==> config.mk <==
export PLATFORM = sky130hd
export DESIGN_NAME = half_power_mod
export DESIGN_NICKNAME = d
export VERILOG_FILES = /design/src/rtl/rsa_pkg.sv /design/src/rtl/half_mod_step.sv /design/src/rtl/half_power_mod.sv
export SDC_FILE = /design/constraint.sdc
export NUM_CORES = 2
export LEC_CHECK = 0
export ABC_AREA = 1
export BUFFER_PORTS_ARGS = -buffer_cell sky130_fd_sc_hd__buf_2
export CAP_MARGIN = 20
export CORE_ASPECT_RATIO = 0.9
export CORE_MARGIN = 2
export CORE_UTILIZATION = 61
export DETAILED_ROUTE_END_ITERATION = 16
export HOLD_SLACK_MARGIN = 0.12
export MAX_ROUTING_LAYER = met4
export PLACE_DENSITY = 0.83
export SETUP_SLACK_MARGIN = 0.15
export SYNTH_ARGS = -nofsm -noshare
export SYNTH_HDL_FRONTEND = slang
export SYNTH_SLANG_ARGS = --single-unit
==> constraint.sdc <==
create_clock -name clk -period 3.5 [get_ports clk]
set_input_delay 0.7 -clock clk [delete_from_list [all_inputs] [get_ports clk]]
set_output_delay 0.7 -clock clk [all_outputs]
set_load 0.01 [all_outputs]
==> src/rtl/rsa_pkg.sv <==
// rtl/rsa_pkg.sv - shared state encoding and default widths for the RSA datapath blocks
package rsa_pkg;

   typedef enum logic [1:0] {
      STATE_IDLE,
      STATE_CALCULATE,
      STATE_WAITDONE
   } State_t;

   localparam int DEFAULT_MOD_WIDTH   = 256;
   localparam int DEFAULT_POWER_WIDTH = 32;

endpackage

==> src/rtl/half_mod_step.sv <==
// rtl/half_mod_step.sv - one modular halving step: r/2 mod N for odd N
module half_mod_step #(
   parameter int MOD_WIDTH = 256
) (
   input  logic [MOD_WIDTH-1:0] r,
   input  logic [MOD_WIDTH-1:0] n,
   output logic [MOD_WIDTH-1:0] half
);

   logic [MOD_WIDTH:0] sum;

   // Odd r gets N added first so the sum is even; the extra bit keeps the carry.
   always_comb begin
      sum  = {1'b0, r} + (r[0] ? {1'b0, n} : '0);
      half = MOD_WIDTH'(sum >> 1);
   end

endmodule

==> src/rtl/half_power_mod.sv <==
// rtl/half_power_mod.sv - computes value * 2^-power mod modulus, one halving per cycle
module half_power_mod
   import rsa_pkg::*;
#(
   parameter int MOD_WIDTH   = DEFAULT_MOD_WIDTH,
   parameter int POWER_WIDTH = DEFAULT_POWER_WIDTH
) (
   input  logic                   clk,
   input  logic                   rst,
   input  logic                   i_valid,
   output logic                   i_ready,
   input  logic [MOD_WIDTH-1:0]   i_modulus,
   input  logic [MOD_WIDTH-1:0]   i_value,
   input  logic [POWER_WIDTH-1:0] i_power,
   output logic                   o_valid,
   input  logic                   o_ready,
   output logic [MOD_WIDTH-1:0]   o_out
);

   State_t                 state;
   logic [MOD_WIDTH-1:0]   r;
   logic [MOD_WIDTH-1:0]   n_reg;
   logic [POWER_WIDTH-1:0] k_reg;
   logic [POWER_WIDTH-1:0] cnt;
   logic [MOD_WIDTH-1:0]   r_half;

   half_mod_step #(.MOD_WIDTH(MOD_WIDTH)) u_step (
      .r    (r),
      .n    (n_reg),
      .half (r_half)
   );

   always_ff @(posedge clk) begin
      if (rst) begin
         state   <= STATE_IDLE;
         i_ready <= 1'b1;
         o_valid <= 1'b0;
         o_out   <= '0;
         cnt     <= '0;
         n_reg   <= '0;
         k_reg   <= '0;
         r       <= '0;
      end else begin
         case (state)
            STATE_IDLE: begin
               if (i_valid && i_ready) begin
                  n_reg   <= i_modulus;
                  k_reg   <= i_power;
                  r       <= i_value;
                  cnt     <= '0;
                  i_ready <= 1'b0;
                  if (i_power == '0) begin
                     o_out   <= i_value;
                     o_valid <= 1'b1;
                     state   <= STATE_WAITDONE;
                  end else begin
                     state   <= STATE_CALCULATE;
                  end
               end
            end
            STATE_CALCULATE: begin
               r   <= r_half;
               cnt <= cnt + POWER_WIDTH'(1);
               // Equality at full width so k = all-ones runs the full count.
               if (cnt == k_reg - POWER_WIDTH'(1)) begin
                  o_out   <= r_half;
                  o_valid <= 1'b1;
                  state   <= STATE_WAITDONE;
               end
            end
            STATE_WAITDONE: begin
               if (o_ready) begin
                  o_valid <= 1'b0;
                  i_ready <= 1'b1;
                  state   <= STATE_IDLE;
               end
            end
            default: begin
               o_valid <= 1'b0;
               i_ready <= 1'b1;
               state   <= STATE_IDLE;
            end
         endcase
      end
   end

endmodule

==> results of run 1 <==
synth_stat cells, drive strengths merged, types with 2 or more instances:
master / n / area [um2]
a211oi: 5 / 37.5
a21boi: 2 / 15.0
a21o: 16 / 120
a21oi: 386 / 1930
a221oi: 2 / 17.5
a22oi: 2 / 15.0
a311oi: 2 / 17.5
and2: 10 / 62.6
and3: 2 / 12.5
buf: 70 / 343
clkbuf: 293 / 1100
dfxtp: 836 / 16700
ha: 257 / 3220
inv: 3085 / 11600
nand2: 4780 / 17900
nand3: 604 / 3030
nand3b: 4 / 30.0
nand4: 80 / 500
nor2: 1609 / 6050
nor3: 61 / 305
nor3b: 3 / 22.5
nor4: 41 / 257
o211ai: 5 / 37.5
o21a: 3 / 22.5
o21ai: 842 / 4210
o21bai: 89 / 668
o22ai: 4 / 25.0
o311a: 4 / 40.0
or2: 40 / 250
xnor2: 80 / 701
xor2: 37 / 324
repair_timing:
action	4_1_cts
gates resized for setup	880
endpoints found under the setup margin	384
pin swaps	76
buffers inserted	19
gates cloned	3
cell families after synthesis:
logic type               count (synthesis)
multiplexers                             1
adder cells (fa/ha/maj)                258
flip-flops                             836
AO/OA/AOI/OAI                         1367
AND/OR/NAND/NOR                       7236
XOR/XNOR                               118
buffers and inverters                 3449
metrics by stage:
stage | hold slack (ns) | area, um2 | utilization | setup TNS (ns)
after floorplan | 0.448 | 69700 | - | 0
after global placement | 0.454 | 84000 | 0.741 | -28.48
after detailed placement | 0.454 | 84000 | 0.741 | -39.90
after CTS | 0.161 | 90400 | 0.798 | -0.158
layer usage:
metal  global-route usage  overflow
met3                0.732       194
met1                0.832       150
met5                    -         -
met2                0.945       516
met4                0.755       225
==> metrics.cfg, run 1 <==
[outcome]
status = stopped before the end
stop_stage = global routing (5_1_grt)
first-error = [ERROR GRT-0232] Routing congestion too high. Check the congestion heatmap in the GUI.

[synthesis]
synth_edf_count = 0
muxShareOfSynthArea = 0.000144
syn_inst = 13265
async_flop_share = 0
synth_compound_area_frac = 0.103
synthAdderAreaFrac = 0.0464
synth_ff_type = dfxtp_1
synthXorXnorAreaFrac = 0.0150
yosys_warnings = 0
synth-simple-area-share = 0.408
syn-num-nets = 14071
synth_area_mm2 = 0.0697
synth_seq_cells = 836
ys_types = 51
synth_top_family_by_area = simple AND/OR/NAND/NOR gates
synth_area_per_cell_um2 = 5.26
yosysSeqAreaShare = 0.240

[cts]
cts_root_buffer = clkbuf_16
cts_buffers = 87
cts_buffer_depth = 3
postCtsHoldBufs = 0
cts.sinks = 836
cts_htree_levels = 3

[place]
dp.cells = 16397
gp_congestion = 1.55
hpwlAfterDp_mm = 275
dp_slack_ns = -0.589
portBuffers = 805

[global_route]
grt_max_degree = 268
grt.total_usage = 0.832
grt.overflow.total = 1085

[floorplanning]
die_x_um = 360
top_level_ports = 806
initial_utilization = 0.616
fp.dieH_um = 325
row_count = 117

==> run 2: changes to the inputs <==
- CORE_ASPECT_RATIO: 0.9 -> unset
- CORE_UTILIZATION: 61 -> 40
- HOLD_SLACK_MARGIN: 0.12 -> unset
- MAX_ROUTING_LAYER: met4 -> unset
- PLACE_DENSITY: 0.83 -> unset
- PLACE_DENSITY_LB_ADDON: unset -> 0.15
- SETUP_SLACK_MARGIN: 0.15 -> unset
==> metrics.cfg, run 2 <==
[synthesis]
syn-num-nets = 14071
synth_seq_cells = 836
syn_inst = 13265
synth_most_common_cell = nand2_1
synthTopCellsByCount = nand2_1, inv_1, nor2_1
netlist.area_leader.share = 0.257
yosys.area.top_type = nand2_1
synth_area_mm2 = 0.0697
ys_types = 51
yosys-top-cells-area = nand2_1, dfxtp_1, inv_1
async_flop_share = 0
synth_area_per_cell_um2 = 5.26
yosys_warnings = 0
synth_edf_count = 0
synth_ff_type = dfxtp_1
yosysSeqAreaShare = 0.240

[worst_setup_path]
r2r_start = r[0]
critPathMaxFanout = 9
cp.arrival_ns = 4.66
worstSetupStartpointType = flop
critPathRequiredTime_ns = 4.21
endpoint_kind = flop
critPathKind = reg -> reg
startpoint = r[0]

[place]
dp.cells = 17974
dp_slack_ns = -1.11
gp_congestion = 1.13
placedInstanceArea_mm2 = 0.0913
portBuffers = 805
hpwlAfterDp_mm = 347

[routing]
wl_mm = 411
ant_nets = 0
drc = 0
drt_pass1_iterations = 9
wl_per_cell_um = 22.6
drt_first_iter_violations = 10382
vias = 92387
vias_per_cell = 5.08

[global_route]
grt_max_degree = 181
grt_use_met1 = 0.555
grt.overflow.total = 0
grt_pass1_wl_mm = 572
grt.met2_usage = 0.673
antenna_found_initial = 26
grt.total_usage = 0.440
grt_pass1_vias = 86953
use_met3 = 0.0996
grt-busiest-layer = met2

[finish]
multi_input_area_mm2 = 0.0424
instances_no_fill = 18172
syn_to_final_growth_pct = 39.5
final_common_cell = nand2_1
mostFrequentLayoutCells = nand2_1, inv_1, buf_4
fillers = 17719
num-nets-final = 16567
design_area_mm2 = 0.0973
drive_above_1_share = 0.224
seq_area_mm2 = 0.0167

[timing]
hold_violations = 0
final.setup.worst_slack_ns = -0.459
setup-violations-final = 392
hold_slack_ns = 0.133
slew_violations = 0
rsz0062_at_grt = true
slew_headroom = 0.256
fin_crit_ns = 3.96
clock_skew_ns = 0.0410
timing.fmax_ghz = 0.253
fin_crit_sh = 1.13
worstMarginPinSlew_ns = 1.12

[cts]
cts_htree_levels = 3
cts.sinks = 836
cts_tree = done
cts_buffer_depth = 3
postCtsHoldBufs = 0
cts_root_buffer = clkbuf_16
path_clk_slew_ns = 0.07
cts_buffers = 90
clk_latency_ns = 0.80

[power_and_ir_drop]
power.internal_uw = 25100
power.share.combinational = 0.469
switching_share = 0.434
power_switching_uw = 19200
pwr-share-clk = 0.236
p_leak_uw = 0.0581
peakVddDrop_mv = 0.478
p_seq_frac = 0.295
powerDensity_mw_per_mm2 = 456

[min_path]
worstHoldStart = i_modulus[230]
min_path_type = in -> reg

[floorplanning]
initial_utilization = 0.402
core-area_mm2 = 0.174
top_level_ports = 806
die_x_um = 422
die_area_mm2 = 0.178
fp.dieH_um = 422
row_count = 153

[run]
cap_violations = 0

[outcome]
status = finished, violations left
violations = setup timing

[run 2: path summary, 6_finish.rpt]
kind / endpoint / slack (ns) / cells after the start
max reg2reg: r[184] / -0.46 / 26
min: n_reg[230] / 0.13 / 3
max: r[184] / -0.46 / 26
min reg2reg: o_out[70] / 0.47 / 2
[run 2: critical path, cell delays in order (launching register included)]
cell and delay, ns:
dfxtp_4 0.48, clkbuf_16 0.27, clkbuf_16 0.19, nand2_1 0.06
inv_1 0.05, ha_1 0.24, nand2_1 0.20, inv_1 0.06
nand2_1 0.07, nand2_1 0.07, nand2_1 0.07, nand2_1 0.10
inv_1 0.09, nand2_1 0.21, inv_1 0.12, nand2_1 0.11
buf_12 0.17, a21oi_1 0.20, nand2_2 0.12, buf_12 0.16
nand2_1 0.07, buf_4 0.23, nand3_1 0.09, nand3_1 0.10
nand3_2 0.13, nand2_1 0.11, inv_1 0.04
[run 2: layout make-up]
cell class,count,share of cell area
Antenna cell,13,0.000334
Inverter,3086,0.119
Clock inverter,50,0.00693
Sequential cell,836,0.172
Clock buffer,115,0.0253
Multi-Input combinational cell,8980,0.436
Timing Repair Buffer,2767,0.210
Tap cell,2325,0.0299
[run 2: power groups by stage]
stage	Sequential, uW	Clock [uW]	Combinational (uW)
after detailed placement	13100	0	19200
final	13100	10500	20800
after global placement	13100	0	18800
after global routing	13200	10800	22300
after floorplan	12700	0	9910
after CTS	13000	10500	19700
[run 2: timing repair]
action,in CTS,in global routing
pin swaps,9,22
cloned,0,8
buffers inserted,3,9
endpoints found under the hold margin,0,0
setup endpoints to repair,402,463
resized for setup,349,368
[run 2: per-layer routing]
layer	wire length, um	vias up	share of wire
li1	-	44330	-
met1	166000	42501	0.40
met2	172000	4609	0.42
met3	40500	933	0.098
met4	32900	14	0.080
met5	92	-	0.00022
[run 2: cells by family after synthesis]
kind of cell	Yosys count	share of synthesized area
DFF	836	0.240
and+or+nand+nor	7236	0.408
AOI/OAI and AO/OA	1367	0.103
adders and majority gates	258	0.0464
buffers and inverters	3449	0.187
xor gates and xnor gates	118	0.0150
muxes	1	0.000144
[run 2: stage by stage]
step / util / setup TNS (ns) / total power (uW)
after floorplan: - / 0 / 22700
after global placement: 0.526 / -113.19 / 31900
after detailed placement: 0.526 / -122.87 / 32300
after CTS: 0.551 / -68.80 / 43100
after global routing: 0.560 / -155.45 / 46300
final: 0.560 / -98.60 / 44400
No activity file was read; power rests on OpenSTA's default activity.
